## src/rtl/fetch_stage.sv

```systemverilog
// Instruction fetch stage and IF/ID pipeline register for the five-stage MIPS core.
// Holds the PC, addresses instruction memory, and resolves next-PC from ID's redirect select.
module fetch_stage #(
  parameter logic [31:0] RESET_PC  = 32'h0000_3000,
  parameter logic [31:0] NOP_INSTR = 32'h0000_0000
) (
  input  logic        Clk,
  input  logic        Reset,
  input  logic        Stall,
  input  logic        Flush,
  input  logic [1:0]  NpcSel,
  input  logic [31:0] JrTarget,
  input  logic [31:0] ImInstr,
  output logic [9:0]  ImAddr,
  output logic [31:0] F_PC,
  output logic [31:0] D_Instr,
  output logic [31:0] D_PC,
  output logic [31:0] D_PC8,
  output logic        AddrErr
);

  localparam logic [1:0] NPC_SEQ    = 2'b00;
  localparam logic [1:0] NPC_BRANCH = 2'b01;
  localparam logic [1:0] NPC_JUMP   = 2'b10;
  localparam logic [1:0] NPC_JR     = 2'b11;

  localparam logic [31:0] PC_HI = RESET_PC + 32'h0000_0FFC;

  logic [31:0] next_pc;
  logic [31:0] branch_offset;

  assign branch_offset = {{14{D_Instr[15]}}, D_Instr[15:0], 2'b00};

  // Redirect targets are formed from the instruction currently in ID, not from F_PC.
  always_comb begin
    next_pc = F_PC + 32'd4;
    unique case (NpcSel)
      NPC_SEQ:    next_pc = F_PC + 32'd4;
      NPC_BRANCH: next_pc = D_PC + 32'd4 + branch_offset;
      NPC_JUMP:   next_pc = {D_PC[31:28], D_Instr[25:0], 2'b00};
      NPC_JR:     next_pc = JrTarget;
      default:    next_pc = F_PC + 32'd4;
    endcase
  end

  always_ff @(posedge Clk) begin
    if (Reset) begin
      F_PC    <= RESET_PC;
      D_Instr <= NOP_INSTR;
      D_PC    <= RESET_PC;
      D_PC8   <= RESET_PC + 32'd8;
    end else if (!Stall) begin
      F_PC    <= next_pc;
      D_Instr <= Flush ? NOP_INSTR : ImInstr;
      D_PC    <= F_PC;
      D_PC8   <= F_PC + 32'd8;
    end
  end

  // Out-of-window or misaligned PCs are only flagged; the truncated address is still driven.
  assign ImAddr  = F_PC[11:2];
  assign AddrErr = (F_PC < RESET_PC) || (F_PC > PC_HI) || (F_PC[1:0] != 2'b00);

endmodule

```

## config.mk

```make
export PLATFORM = sky130hd
export DESIGN_NAME = fetch_stage
export DESIGN_NICKNAME = d
export VERILOG_FILES = /design/src/rtl/fetch_stage.sv
export SDC_FILE = /design/constraint.sdc
export NUM_CORES = 1
export LEC_CHECK = 0
export BUFFER_PORTS_ARGS = -buffer_cell sky130_fd_sc_hd__buf_2
export CAP_MARGIN = 20
export CORE_MARGIN = 2
export CORE_UTILIZATION = 40
export CTS_BUF_LIST = sky130_fd_sc_hd__clkbuf_8
export DETAILED_ROUTE_END_ITERATION = 12
export SYNTH_ARGS = -nofsm -noshare
export SYNTH_HDL_FRONTEND = slang
export SYNTH_SLANG_ARGS = --single-unit
export TNS_END_PERCENT = 10
```

## constraint.sdc

```tcl
create_clock -name Clk -period 4.63 [get_ports Clk]
set_input_delay 0.463 -clock Clk [delete_from_list [all_inputs] [get_ports Clk]]
set_output_delay 0.463 -clock Clk [all_outputs]
set_load 0.03 [all_outputs]
```

==> results of run 1 <==
cells by family (layout without fill, tap and decap cells):
logic type	after synthesis	after routing	share of synthesized area
simple gates	372	372	0.2029
compound gates	260	260	0.2027
flops	125	125	0.3017
xor+xnor	52	52	0.05491
fa+ha+maj	60	60	0.09142
mux	59	59	0.08267
buf+inv	119	273	0.06366
flip-flops by register name (all words and copies together), names as in the netlist:
| signal | count |
|---|---|
| D_Instr | 32 |
| D_PC8 | 29 |
| F_PC | 32 |
| D_PC | 32 |
placed cells by master, fill, tap and decap left out, types with 6 or more instances in the layout:
cell,n
nand2b_1,6
mux2i_1,46
nor3_1,14
mux4_2,7
xor2_1,24
and3_1,11
and4_1,7
dfxtp_1,125
nand3_1,35
nand2_1,98
clkbuf_8,18
inv_1,21
a22oi_1,31
a21o_1,7
o21ai_1,9
a31oi_1,16
xnor2_1,28
buf_2,206
nor4_1,10
ha_1,59
o211ai_1,8
buf_4,13
o21ai_0,34
a21oi_1,87
nand4_1,12
nor2_1,157
a211oi_1,11
critical path, stage by stage (launching register included):
cell	delay, ps
dfxtp_1	390
inv_1	80
ha_1	180
inv_1	70
ha_1	180
inv_1	60
fa_1	390
nand2b_1	210
a2111o_1	410
a21oi_1	150
nor3_1	120
o21ai_0	330
nand4_1	190
or4_1	420
nand3_1	90
synth_stat cells (4+ instances only):
master / number / area (µm²)
mux2i_1: 46 / 460.4
a41oi_1: 4 / 35.03
and4_1: 7 / 61.31
nor4_1: 10 / 62.56
o21bai_1: 4 / 30.03
nor2_1: 158 / 593.1
a22oi_1: 31 / 232.7
nand3_1: 35 / 175.2
o211ai_1: 8 / 60.06
xor2_1: 24 / 210.2
and3_1: 11 / 68.82
a31oi_1: 16 / 100.1
ha_1: 59 / 738.2
inv_1: 21 / 78.83
o21a_1: 5 / 37.54
nand4_1: 12 / 75.07
a221oi_1: 4 / 35.03
dfxtp_1: 125 / 2502
nand2_1: 98 / 367.9
nand2b_1: 6 / 37.54
mux4_2: 7 / 157.7
a32oi_1: 4 / 35.03
buf_2: 17 / 85.08
nor3_1: 14 / 70.07
clkbuf_1: 43 / 161.4
and2_1: 5 / 31.28
xnor2_1: 28 / 245.2
a211oi_1: 11 / 82.58
o21ai_0: 34 / 170.2
o21ai_1: 9 / 45.04
a21oi_1: 87 / 435.4
mux2_2: 5 / 56.30
buf_4: 16 / 120.1
buf_1: 21 / 78.83
a21o_1: 7 / 52.55
final timing paths:
path / start / endpoint / slack [ps] / depth (start not counted)
worst max-delay path: D_PC[2] / F_PC[25] / 1290 / 14
worst min-delay path: ImInstr[23] / D_Instr[23] / 230 / 3
worst max register to register: D_PC[2] / F_PC[25] / 1290 / 14
worst min register to register: D_PC8[16] / D_PC8[16] / 460 / 2
layout make-up:
type,count,share of cell area
Inverter,22,0.008452
Tap cell,270,0.03458
Clock buffer,18,0.02536
Clock inverter,14,0.02100
Sequential cell,125,0.2561
Timing Repair Buffer,219,0.1155
Multi-Input combinational cell,803,0.5390
power by group through the flow:
stage | Combinational [mW] | Clock (mW) | Sequential [mW]
5_1_grt | 0.616 | 1.19 | 1.22
3_5_place_dp | 0.566 | 0 | 1.24
4_1_cts | 0.569 | 1.15 | 1.21
3_3_place_gp | 0.565 | 0 | 1.24
2_1_floorplan | 0.330 | 0 | 1.29
6_report | 0.570 | 1.13 | 1.22
layer usage:
layer	share of wire	up-vias	global-route usage
met5	0	-	0
met1	0.47	3921	0.3822
li1	-	4035	-
met3	0.070	46	0.04321
met2	0.44	374	0.3970
met4	0.019	0	0.08333
metrics by stage:
step                hold slack [ps]  cells    util
finish                        225.3   1471  0.4813
global route                  227.4   1471  0.4813
CTS                           208.0   1471  0.4813
detailed placement            452.1   1439  0.4590
global placement              451.1   1439  0.4590
floorplan                     590.5   1047       -
==> run metrics, run 1 <==
status finished clean; signed area change from the synthesized netlist to the final layout 17.80%; combinational share of power 0.195; drt total wl 29060 µm; final clock period utilization by the worst path 0.7212; largest net degree at the start of global routing 73; fraction of power spent switching nets 0.3365; critical path arrival 3740 ps; setup repair bufs after CTS 0; DRT antenna net count 0; largest clock skew in the final design 17.03 ps; clock root buffer master clkbuf_8; clock tree sinks 125; total power consumption of the routed design 2.920 mW; number of remaining DRC errors 0; detailed-route wire length per cell 19.76 µm; Most used DFF post-synth dfxtp_1; post-layout worst setup margin 1291 ps; number of optimization iterations in the first detailed-route pass 5; number of top-level pins between 200 and 250; number of library cell types mapped by synthesis 73; CTS tree built; die outline width roughly 150 µm; f_max between 200 and 300 MHz; starting density of the core 0.4086; CTS resizes 0; final hold viol count 0; peak ir drop on the vdd network approximately 0.00019 V; Seq cells post-synth roughly 130; average cell area after synthesis 7.922 µm²; insertion delay of the later-clocked pin in the worst-skew pair 470 ps; sum of negative setup slack 0 ps; Hold Path Class primary input to register; initial detailed-routing violation count 690; crit path capture type register; Clock Pin Slew Worst Setup and Hold Paths roughly 90 ps; switching component of the power 982.4 µW; Internal Power 1.937 mW; total grt overflow 0; area occupied by multi-input gates 5266 µm²; first-pass GRT wire length between 40000 and 50000 µm; post-route minimum period between 3000 and 4000 ps; register area share after synthesis 0.3017; total placed instance area approximately 9300 µm²; total count of max-transition violations in the final report 0; fill count 2119; level count of the clock H-tree 4; Cells after Synth between 1k and 1.5k; placeable core region between 20000 and 25000 µm²; Finished Cell Area about 9800 µm²; setup repair after global routing missed its margin false; YS warnings 0; number of hold buffers added after cts 0; Die Y between 100 and 150 µm; Leakage between 4 and 5 nW; All-Layer GR Usage 0.2628; clock tree buffer depth 2; number of antenna violations at the first check in global routing 0; start-to-end type of the worst setup path register to register; antenna diode count 0; slew of the pin with the lowest slew margin between 800 and 900 ps; critical path data required time 5030 ps; footprint of the flip-flops and latches 2502 µm²; RD Place Congestion 0.9754; final count of negative-setup-slack endpoints 0; layout cell share with drive strength beyond 1 0.2331; dpl hpwl 21390 µm; number of maximum-capacitance constraint violations 0; placement row count between 50 and 60; synthesized netlist net count 1177; via density per instance roughly 5.7; IO Port Bufs approximately 210; placement-stage worst setup slack 1386 ps; die footprint between 20000 and 25000 µm²; highest fanout seen on the critical path 4; fraction of registers with async set or reset after synthesis 0; post-synthesis cell area 8294 µm²; Inserted Clock Buffers 17; layout net count ~1.3k; number of synthesized flops with an enable pin 0; via count of the first global-routing pass roughly 7.8k; PD cells between 200 and 300 nW/µm²; relative contribution of sequential cells to total power 0.416; launching element type of the critical path register; number of vias in the routed layout around 8.4k; headroom to the max-slew limit 0.4048; clock share of power 0.388
No activity file was read; power rests on OpenSTA's default activity.
==> run 2, diff against run 1 <==
- PLACE_DENSITY: default -> 0.65
- clock period: 4.63 -> 2.9 ns (I/O delays scaled with it)
==> run 2 against run 1 <==
Sequential power up 53%. Clock power up 25%. Global-route usage up 0.41 points. Sequential share of layout area down 1.3 points. Final cell count up 4.8%. Clock-buffer cell count up 1. Via count up 3.8%. Register-to-register slack worse by 1300 ps. Power up 49%. Critical path depth down 2. Critical path type unchanged. Critical endpoint is now F_PC[29].
==> run metrics, run 2 (synthesis gave the netlist of run 1 again) <==
CTS tree built; switching component of the power 1.484 mW (+51%); final count of negative-setup-slack endpoints 0 (unchanged); worst reg2reg path endpoint F_PC[29]; total count of max-transition violations in the final report 0 (unchanged); clock share of power 0.325 (-0.063); antenna diode count 0 (unchanged); worst hold-check slack 50.15 ps (-175.2 ps); post-route minimum period 2863 ps (-476.1 ps); fill count 2030 (-4.2%); Worst Hold Launch ImInstr[15]; critical path arrival 3220 ps (-520 ps); dpl hpwl 22290 µm (+4.2%); clock tree sinks 125 (unchanged); IO Port Bufs 208 (unchanged); Die Y 148 µm (unchanged); critical path data required time 3260 ps (-1770 ps); highest fanout seen on the critical path 3 (-1); cell family contributing the most delay on the critical path compound AO/OA/AOI/OAI gates; initial detailed-routing violation count 856 (+24%); die footprint 21900 µm² (unchanged); Inserted Clock Buffers 17 (unchanged); DRT antenna net count 0 (unchanged); total power consumption of the routed design 4.350 mW (+49%); Clock Pin Slew Worst Setup and Hold Paths 80 ps (about the same); via count of the first global-routing pass 8192 (+4.6%); total placed instance area 9874 µm² (+6.0%); largest clock skew in the final design 14.19 ps (-2.840 ps); number of vias in the routed layout 8694 (+3.8%); placement row count 52 (unchanged); headroom to the max-slew limit 0.5765 (+0.1718); fraction of power spent switching nets 0.3410 (+0.004563); signed area change from the synthesized netlist to the final layout 24.66%; post-layout worst setup margin 37.10 ps (-1254 ps); ordered cell list for the critical path ha_4 > ha_4 > inv_2 > fa_2 > nand2b_4 > a2111o_1 > a21oi_2 > nor3_4 > o311ai_2 > xor2_1 > a211oi_2 > a2111oi_2; relative contribution of sequential cells to total power 0.431 (+0.015); total grt overflow 0 (unchanged); layout cell share with drive strength beyond 1 0.2940 (+0.06089); first-pass GRT wire length 46110 µm (+2.0%); crit path capture type register; starting density of the core 0.4086 (unchanged); setup slack of the most critical reg-to-reg path 40 ps (-1250 ps); insertion delay of the later-clocked pin in the worst-skew pair 460 ps (about the same); final hold viol count 0 (unchanged); final clock period utilization by the worst path 0.9872 (+0.2660); PD cells 420.7 nW/µm² (+41%); slew of the pin with the lowest slew margin 635.2 ps (-257.6 ps); Hold Path Class primary input to register; status finished clean; launching element type of the critical path register; CP bufs+invs 1 (-2); clock tree buffer depth 2 (unchanged); reg2reg path depth 12 (-2); via density per instance 5.638 (-0.98%); largest stage delay on the critical path 410 ps (about the same); peak ir drop on the vdd network 0.0002858 V (+53%); largest net degree at the start of global routing 55 (-25%); most frequent standard cell in the layout excluding fill and tap cells buf_2; f_max 349.3 MHz (+17%); All-Layer GR Usage 0.2669 (+0.004073); critical register-to-register path startpoint D_PC[3]; Leakage 4.862 nW (+7.3%); number of antenna violations at the first check in global routing 0 (unchanged); layout net count 1392 (+5.6%); Internal Power 2.867 mW (+48%); setup repair after global routing missed its margin true; combinational share of power 0.244 (+0.049); number of optimization iterations in the first detailed-route pass 9 (+4); detailed-route wire length per cell 19.18 µm (-2.9%); placeable core region 20300 µm² (unchanged); drt total wl 29580 µm (+1.8%); start-to-end type of the worst setup path register to register; largest registers ranked by flip-flop count D_Instr: 32 flops, D_PC: 32 flops, F_PC: 32 flops; number of top-level pins 209 (unchanged); die outline width 148 µm (unchanged); number of maximum-capacitance constraint violations 0 (unchanged); RD Place Congestion 0.9506 (-2.5%); most used cell, CP ha_4; placement-stage worst setup slack -71.19 ps (-1457 ps); clock root buffer master clkbuf_8; cell at the slowest stage of the critical path a2111o_1; hold endpoint D_Instr[15]; level count of the clock H-tree 4 (unchanged); Hold Crit Depth 3 (unchanged); commonest non-fill, non-tap cells in the layout buf_2, nor2_1, dfxtp_1, nand2_1, buf_4; number of remaining DRC errors 0 (unchanged); Finished Cell Area 10340 µm² (+5.8%)
[run 2: changes by cell type in the layout (fill, tap and decap cells not counted), sizes merged]
cell / delta
buf: +74
bufinv: -3
clkbuf: +1
clkinv: -1
clkinvlp: +3
inv: -3
[run 2: layout make-up]
cell class / count / area (µm²) / share of cell area
Timing Repair Buffer: 293 / 1684 / 0.1629
Tap cell: 270 / 337.8 / 0.03267
Inverter: 22 / 87.58 / 0.008470
Sequential cell: 125 / 2514 / 0.2431
Clock buffer: 19 / 261.5 / 0.02529
Clock inverter: 10 / 78.83 / 0.007623
Multi-Input combinational cell: 803 / 5376 / 0.5200
[run 2: power by group through the flow]
stage / Combinational, mW / Clock, mW / Sequential (mW)
detailed placement: 1.03 / 0 / 1.91
global placement: 1.03 / 0 / 1.91
CTS: 1.05 / 1.43 / 1.87
floorplan: 0.527 / 0 / 2.05
finish: 1.06 / 1.41 / 1.87
global route: 1.14 / 1.51 / 1.89
[run 2: worst max-delay path by stage]
| stage | start | to | slack [ps] | cells after the start |
|---|---|---|---|---|
| 5_1_grt | D_Instr[0] | F_PC[9] | -90 | 16 |
| 3_3_place_gp | D_Instr[0] | F_PC[29] | -50 | 14 |
| 3_5_place_dp | D_Instr[0] | F_PC[29] | -70 | 14 |
| 6_report | D_PC[3] | F_PC[29] | 40 | 12 |
| 4_1_cts | D_Instr[0] | F_PC[29] | -110 | 14 |
| 2_1_floorplan | D_Instr[4] | F_PC[28] | -8 | 10 |
[run 2: repair_timing]
item	4_1_cts	5_1_grt
cloned	0	0
setup endpoints to repair	2	12
gates resized for setup	16	11
buffers inserted	1	1
pin swaps	10	8
hold buffers	0	0
[run 2: per-stage QoR]
step | std cells | setup TNS (ps) | util
after floorplan | 1047 | -7.527 | -
after global placement | 1511 | -75.19 | 0.4864
after detailed placement | 1511 | -105.4 | 0.4864
after CTS | 1541 | -117.0 | 0.5073
after global routing | 1542 | -256.9 | 0.5094
final | 1542 | 0 | 0.5094
[run 2: worst reg2reg max path: stages (launching register included)]
cell,delay [ps]
dfxtp_2,330
ha_4,270
ha_4,130
inv_2,30
fa_2,330
nand2b_4,150
a2111o_1,410
a21oi_2,200
nor3_4,70
o311ai_2,250
xor2_1,210
a211oi_2,100
a2111oi_2,270
[run 2: routing by layer]
metal | GRT usage | vias to the layer above | wire, µm
met3 | 0.06296 | 52 | 2224
li1 | - | 4187 | -
met2 | 0.4021 | 398 | 13050
met4 | 0.09524 | 0 | 782
met1 | 0.3729 | 4057 | 13530
met5 | 0 | - | 0
==> run 3, diff against run 2 <==
--- a/config.mk
+++ b/config.mk
@@ -7,2 +7,3 @@
 export LEC_CHECK = 0
+export ABC_AREA = 0
 export BUFFER_PORTS_ARGS = -buffer_cell sky130_fd_sc_hd__buf_2
@@ -13,3 +14,2 @@
 export DETAILED_ROUTE_END_ITERATION = 12
-export PLACE_DENSITY = 0.65
 export SYNTH_ARGS = -nofsm -noshare
==> constraint.sdc (replaced) <==
create_clock -name Clk -period 2.87 [get_ports Clk]
set_input_delay 0.287 -clock Clk [delete_from_list [all_inputs] [get_ports Clk]]
set_output_delay 0.287 -clock Clk [all_outputs]
set_load 0.005 [all_outputs]
==> run 3 against run 2 <==
Critical path type unchanged. Register-to-register slack worse by 160 ps. The flow now finishes with violations (negative setup slack). First-iteration DRC count is 21% lower. Final cell count is 0.84% higher. Clock power rose by 12%. Highest routed layer unchanged. Largest power group unchanged.
==> run metrics, run 3 (synthesis gave the netlist of run 1 again) <==
area occupied by multi-input gates 5384 µm² (+0.14%); commonest non-fill, non-tap cells in the layout buf_2, nor2_1, dfxtp_1, buf_4, nand2_1; layout net count 1404 (+0.86%); highest fanout seen on the critical path 3 (unchanged); total count of max-transition violations in the final report 0 (unchanged); total placed instance area 9965 µm² (+0.91%); CTS tree built; cell count after placement 1525 (+0.93%); final std cells w/o fill 1555 (+0.84%); peak ir drop on the vdd network 0.0002862 V (+0.12%); start-to-end type of the worst setup path register to register; Die Y 148 µm (unchanged); level count of the clock H-tree 4 (unchanged); die footprint 21900 µm² (unchanged); number of vias in the routed layout 8708 (+0.16%); critical path arrival 3390 ps (+170 ps); placeable core region 20300 µm² (unchanged); footprint of the flip-flops and latches 2512 µm² (about the same); post-route minimum period 2993 ps (+129.7 ps); violated checks negative setup slack; largest net degree at the start of global routing 61 (+11%); number of remaining DRC errors 0 (unchanged); fill count 2073 (+2.1%); final count of negative-setup-slack endpoints 2 (+2); insertion delay of the later-clocked pin in the worst-skew pair 460 ps (about the same); largest clock skew in the final design 18.03 ps (+3.841 ps); status finished, violations left; critical path data required time 3260 ps (about the same); number of top-level pins 209 (unchanged); Clock Pin Slew Worst Setup and Hold Paths 90 ps (about the same); layout cell share with drive strength beyond 1 0.3035 (+0.009477); PD cells 417.6 nW/µm² (-0.74%); number of optimization iterations in the first detailed-route pass 5 (-4); DRT antenna net count 0 (unchanged); dpl hpwl 22560 µm (+1.2%); placement row count 52 (unchanged); Inserted Clock Buffers 17 (unchanged); RD Place Congestion 0.9372 (-1.4%); detailed-route wire length per cell 19.10 µm (-0.46%); number of antenna violations at the first check in global routing 0 (unchanged); drt total wl 29700 µm (+0.38%); die outline width 148 µm (unchanged); starting density of the core 0.4086 (unchanged); clock tree sinks 125 (unchanged); All-Layer GR Usage 0.2641 (-0.002855); IO Port Bufs 208 (unchanged); launching element type of the critical path register; worst hold-check slack 57.70 ps (+7.544 ps); antenna diode count 0 (unchanged); first-pass GRT wire length 45080 µm (-2.2%); final hold viol count 0 (unchanged); post-layout worst setup margin -122.6 ps (-159.7 ps); via count of the first global-routing pass 8001 (-2.3%); crit path capture type register; clock root buffer master clkbuf_8; headroom to the max-slew limit 0.5364 (-0.04011); Leakage 4.956 nW (+1.9%); via density per instance 5.600 (-0.68%); final clock period utilization by the worst path 1.043 (+0.05552); setup repair after global routing missed its margin true; largest registers ranked by flip-flop count D_Instr: 32 flops, D_PC: 32 flops, F_PC: 32 flops; f_max 334.2 MHz (-4.3%); clock tree buffer depth 2 (unchanged); Hold Path Class primary input to register; most frequent standard cell in the layout excluding fill and tap cells buf_2; Finished Cell Area 10480 µm² (+1.4%); signed area change from the synthesized netlist to the final layout 26.40%; total grt overflow 0 (unchanged); slew of the pin with the lowest slew margin 695.4 ps (+60.17 ps); total power consumption of the routed design 4.378 mW (+0.64%); number of maximum-capacitance constraint violations 0 (unchanged); initial detailed-routing violation count 672 (-21%); setup repair bufs after CTS 0 (-1)
[run 3: changes by cell type in the layout (fill, tap and decap cells not counted), moves of 2 or more]
cell	delta
buf_4	+12
ha_1	+3
ha_2	-3
a21oi_1	-2
a21oi_2	+2
clkinv_4	+2
dfxtp_2	+2
inv_1	-2
[run 3: cell type report]
type / instances / share of cell area
clock buffer: 20 / 0.02626
clock inverter: 10 / 0.01098
inverter: 22 / 0.008116
multi-input combinational: 803 / 0.5135
sequential: 125 / 0.2396
tap: 270 / 0.03222
timing repair buffer: 305 / 0.1692
[run 3: where the power goes]
| part | switching (mW) | internal [mW] | leakage (nW) | total [mW] |
|---|---|---|---|---|
| logic | 0.510 | 0.385 | 3.73 | 0.895 |
| clock network | 0.750 | 0.830 | 0.198 | 1.58 |
| registers | 0.0877 | 1.82 | 1.02 | 1.90 |
[run 3: worst paths after layout]
check                                 start           to  slack [ps]  cells past startpoint
worst min-delay path            ImInstr[26]  D_Instr[26]          60                      3
worst min register to register    D_PC8[25]    D_PC8[25]         460                      2
worst max register to register   D_Instr[1]     F_PC[25]        -120                     12
worst max-delay path             D_Instr[1]     F_PC[25]        -120                     12
[run 3: worst max-delay path, stage by stage (launching register included)]
cell      delay [ps]
dfxtp_2          350
ha_4             270
ha_4             120
inv_2             40
fa_2             370
nand2b_4         160
a2111o_1         410
a21oi_2          220
nor3_4            60
o21ai_0          260
nand4_1          160
or4_1            410
nand3_1           90
[run 3: timing repair]
item / 4_1_cts / 5_1_grt
pin swaps: 2 / 11
setup endpoints to repair: 7 / 13
hold buffers: 0 / 0
resized for setup: 6 / 25
[run 3: metrics by stage]
stage | worst slack (ps) | TNS [ps] | util
finish | -122.6 | -239.3 | 0.5165
global route | -291.5 | -646.2 | 0.5165
global placement | -157.8 | -281.8 | 0.4909
CTS | -191.1 | -332.6 | 0.5115
floorplan | 42.37 | 0 | -
detailed placement | -208.2 | -398.7 | 0.4909
[run 3: metal layers]
metal	vias up	track usage	wire length, µm
met2	336	0.4009	13110
li1	4191	-	-
met1	4147	0.3816	14020
met4	0	0.07190	455
met5	-	0	0
met3	34	0.05185	2109
